## src/rtl/mem_addr_unit.sv

```systemverilog
// Registered memory-address selector with an exception-vector sequencer.
// It saves EPC, fetches the handler byte at the cause vector, and returns it zero-extended.
module mem_addr_unit #(
  parameter int ADDR_W   = 32,
  parameter int MEM_LAT  = 1,
  parameter int VEC_DIV0 = 253,
  parameter int VEC_OVF  = 254,
  parameter int VEC_NOP  = 255
) (
  input  logic              clk,
  input  logic              reset,
  input  logic [1:0]        sel,
  input  logic              addr_en,
  input  logic [ADDR_W-1:0] pc_in,
  input  logic [ADDR_W-1:0] alu_in,
  input  logic [ADDR_W-1:0] rega_in,
  input  logic [ADDR_W-1:0] regb_in,
  input  logic              exc_req,
  input  logic [1:0]        exc_cause,
  input  logic [7:0]        mem_rdata,
  output logic [ADDR_W-1:0] addr_out,
  output logic              mem_rd,
  output logic              exc_busy,
  output logic              exc_done,
  output logic [ADDR_W-1:0] handler_addr,
  output logic [ADDR_W-1:0] epc_out
);

  typedef enum logic {
    IDLE,
    FETCH
  } state_t;

  localparam logic [3:0]        LAT       = 4'(MEM_LAT);
  localparam logic [ADDR_W-1:0] VEC_DIV0_A = ADDR_W'(VEC_DIV0);
  localparam logic [ADDR_W-1:0] VEC_OVF_A  = ADDR_W'(VEC_OVF);
  localparam logic [ADDR_W-1:0] VEC_NOP_A  = ADDR_W'(VEC_NOP);

  state_t            state, state_nxt;
  logic [3:0]        cnt, cnt_nxt;
  logic [ADDR_W-1:0] addr_nxt, handler_nxt, epc_nxt;
  logic [ADDR_W-1:0] vec_addr, src_addr;
  logic              mem_rd_nxt, busy_nxt, done_nxt;
  logic              exc_take;

  // A cause of 00 is not a real exception, so it must not start a fetch.
  assign exc_take = exc_req && (exc_cause != 2'b00);

  always_comb begin
    case (exc_cause)
      2'b01:   vec_addr = VEC_DIV0_A;
      2'b10:   vec_addr = VEC_OVF_A;
      default: vec_addr = VEC_NOP_A;
    endcase
  end

  always_comb begin
    case (sel)
      2'b00:   src_addr = pc_in;
      2'b01:   src_addr = alu_in;
      2'b10:   src_addr = rega_in;
      default: src_addr = regb_in;
    endcase
  end

  always_ff @(posedge clk or negedge reset) begin
    if (!reset) begin
      state        <= IDLE;
      cnt          <= 4'd0;
      addr_out     <= '0;
      handler_addr <= '0;
      epc_out      <= '0;
      mem_rd       <= 1'b0;
      exc_busy     <= 1'b0;
      exc_done     <= 1'b0;
    end else begin
      state        <= state_nxt;
      cnt          <= cnt_nxt;
      addr_out     <= addr_nxt;
      handler_addr <= handler_nxt;
      epc_out      <= epc_nxt;
      mem_rd       <= mem_rd_nxt;
      exc_busy     <= busy_nxt;
      exc_done     <= done_nxt;
    end
  end

  // exc_done defaults low so it can only ever be a single-cycle pulse.
  always_comb begin
    state_nxt   = state;
    cnt_nxt     = cnt;
    addr_nxt    = addr_out;
    handler_nxt = handler_addr;
    epc_nxt     = epc_out;
    mem_rd_nxt  = mem_rd;
    busy_nxt    = exc_busy;
    done_nxt    = 1'b0;
    case (state)
      IDLE: begin
        if (exc_take) begin
          epc_nxt    = pc_in;
          addr_nxt   = vec_addr;
          cnt_nxt    = 4'd1;
          busy_nxt   = 1'b1;
          mem_rd_nxt = 1'b1;
          state_nxt  = FETCH;
        end else if (addr_en) begin
          addr_nxt = src_addr;
        end
      end
      FETCH: begin
        if (cnt == LAT) begin
          handler_nxt = ADDR_W'(mem_rdata);
          done_nxt    = 1'b1;
          busy_nxt    = 1'b0;
          mem_rd_nxt  = 1'b0;
          cnt_nxt     = 4'd0;
          state_nxt   = IDLE;
        end else begin
          cnt_nxt = cnt + 4'd1;
        end
      end
      default: state_nxt = IDLE;
    endcase
  end

endmodule

```

## config.mk

```make
export PLATFORM = sky130hd
export DESIGN_NAME = mem_addr_unit
export DESIGN_NICKNAME = d
export VERILOG_FILES = /design/src/rtl/mem_addr_unit.sv
export SDC_FILE = /design/constraint.sdc
export NUM_CORES = 1
export LEC_CHECK = 0
export CAP_MARGIN = 20
export CORE_AREA = 2 2 116 95
export CTS_CLUSTER_SIZE = 10
export DETAILED_ROUTE_END_ITERATION = 10
export DIE_AREA = 0 0 118 97
export GPL_TIMING_DRIVEN = 0
export HOLD_SLACK_MARGIN = 0.03
export PLACE_DENSITY_LB_ADDON = 0.12
export SKIP_CTS_REPAIR_TIMING = 1
export SYNTH_ARGS = -nofsm -noshare
export SYNTH_HDL_FRONTEND = slang
export SYNTH_SLANG_ARGS = --single-unit
```

## constraint.sdc

```tcl
create_clock -name clk -period 3.6 [get_ports clk]
set_clock_uncertainty 0.2 [all_clocks]
set_input_delay 0.9 -clock clk [delete_from_list [all_inputs] [get_ports clk]]
set_output_delay 0.9 -clock clk [all_outputs]
set_load 0.03 [all_outputs]
```

==> key figures <==
Outcome
  • Status: complete, no violations

Placed design
  • Gp weighted congestion: between 0.7 and 0.8
  • Dpl cell area: around 6600 um2
  • DP Wirelength: 9310 um
  • I/O Buffers: 216
  • Dpl cells: 647

Timing
  • Slew Limit Fails: 0
  • Final min period: between 2000 and 3000 ps
  • Slew headroom: 0.550
  • Fin. Hold Viols: 0
  • Achievable Freq: approximately 390 MHz
  • Unrepaired setup endpoints after global routing: false
  • Tcrit/Tclk final: 0.716
  • # setup viols final: 0
  • Worst-Margin Slew: 675 ps

Flow run
  • # Max-Cap Violations: 0

Global route
  • First-pass GRT wire length: 18800 um
  • GRT overflow: 0
  • Pin count of the biggest net entering global routing: 42
  • Vias in the first global route: 3611
  • GRT Total Usage: 0.210
  • Antenna violations before repair: 0

Hold path
  • Worst Hold Class: reg2reg

Setup path
  • CP required: 2500 ps
  • Critical Path AT: roughly 1500 ps
  • Max Fanout on Critical Path: 3
  • Critical Path Source Type: register
  • Setup crit end kind: primary output
  • Type of the worst setup path: reg2out

Power
  • Tot Pwr: 5230 uW
  • Power Density: 760 nW/um2
  • Peak supply drop: 0.000347 V
  • LEAKAGE: between 0.002 and 0.003 uW

Clocking
  • Root Driver: clkbuf_16
  • Htree depth: 3
  • TritonCTS clock tree: built
  • Clock Latency Late Sink: 330 ps
  • Bufs on Longest Clock Path: 2
  • Cts bufs inserted: 9
  • Clock Sinks: 79
  • Clk slew on worst S/H paths: ~60 ps

Synth
  • Average cell area after synthesis: 15.5 um2
  • Cell Area, Synth: 4130 um2
  • Seq/Total Area, Yosys: 0.479
  • Post-synth EDFFs: 0
  • Synth warn: 0
  • Fraction of registers with async set/reset: 1.00
  • Synth Register Bits: 79
  • Synth cell types: 31
  • Area leader, netlist: dfrtp_1
  • Area share of the largest cell type after synthesis: 0.479
  • Top FF cell, synth: dfrtp_1
  • Syn Inst Count: 267
  • Top post-synthesis cells by area: dfrtp_1 48%, mux4_2 16%, mux2_4 9.8%, a22o_1 5.5%, buf_4 4.9%

Layout
  • # diodes: 0
  • Fin area: 6880 um2
  • Final non-filler cell total: 662
  • Layout area overhead: 66.7%
  • Most common cell after layout, fill and taps aside: clkdlybuf4s50_1
  • Commonest cells after routing, fill and taps aside: 215 x clkdlybuf4s50_1, 79 x dfrtp_1, 30 x mux4_2
  • Final #Nets: 664
  • Util after Layout: 0.674
  • Ratio of cells with drive above 1 in the final layout: 0.261

Floorplan
  • Initial Util: 0.404
  • Core area: 10200 um2
  • Die Span X: approximately 120 um
  • Die Y: between 90 and 100 um
  • Die Area: 11400 um2
  • IO Pins: about 240
  • Cell Rows: 33

Routing
  • Router iterations before antenna repair: 4
  • Via density: 4.89
  • First DRT Iteration DRCs: 74
  • Vias: approximately 3200
  • DR DRC count: 0
  • Routed WL per cell: 18.0 um
  • Antenna Nets Post-Route: 0
  • Routed WL: 11900 um
worst max-delay path, stage by stage (launching register included):
cell	delay (ps)
dfrtp_1	380
buf_4	120
clkdlybuf4s50_1	660
layer usage:
metal	track usage	wire, um	vias to the layer above
met5	0	0	-
met3	0.0649	990	14
li1	-	-	1479
met4	0.0575	158	0
met2	0.368	5970	160
met1	0.252	4760	1586
final timing paths:
check | from | to | slack, ps | depth (start not counted)
setup / recovery | exc_busy | mem_rd | 1020 | 2
hold / removal | epc_out[1] | epc_out[1] | 310 | 1
hold reg to reg | epc_out[1] | epc_out[1] | 310 | 1
setup reg to reg | cnt[1] | handler_addr[0] | 1820 | 5
max in group asynchronous | reset | epc_out[5] | 2260 | 2
min in group asynchronous | reset | exc_done | 340 | 1
synthesized netlist by cell type (2+ instances only):
library cell  instances
dfrtp_1              79
buf_4                27
ha_1                  2
inv_1                 4
o22a_1                8
buf_8                 2
mux2i_1               2
mux2_4               27
a22o_1               26
nand2b_1              5
mux2_2               17
mux4_2               30
buf_6                 5
a21boi_0              2
a21oi_1               6
o21ai_0               3
buf_2                 8
power breakdown:
part           switching (uW)  internal (uW)  total (uW)
logic                    1400           1340        2740
registers                 230           1290        1520
clock network             367            602         970
sequential cells by signal (all words and copies together), names as in the netlist:
name          cells
epc_out          32
exc_done          1
cnt               4
exc_busy          1
handler_addr      8
state             1
addr_out         32
cells by family after synthesis:
logic type      count (synthesis)  share of synthesized area
mux                            76                      0.313
compound gates                 52                      0.101
buf+inv                        47                     0.0843
flops                          79                      0.479
other cells                     1                   0.000909
fa+ha+maj                       2                    0.00607
simple gates                   10                     0.0152
cell type report:
class / count / area (um2)
fillers: 764 / 3320
repair buffers: 217 / 2180
flip-flops and latches: 79 / 1980
multi-input cells: 164 / 1890
plain buffers: 43 / 333
clock buffers: 9 / 225
well taps: 140 / 175
clock inverters: 6 / 86.3
inverters: 4 / 15.0
metrics by stage:
stage / TNS (ps) / setup WS, ps / hold slack [ps]
2_1_floorplan: 0 / 1360 / 283
3_3_place_gp: -108830 / -1380 / 286
3_5_place_dp: 0 / 787 / 291
4_1_cts: 0 / 1000 / 306
5_1_grt: 0 / 964 / 311
6_report: 0 / 1020 / 305
No activity file was read; power rests on OpenSTA's default activity.
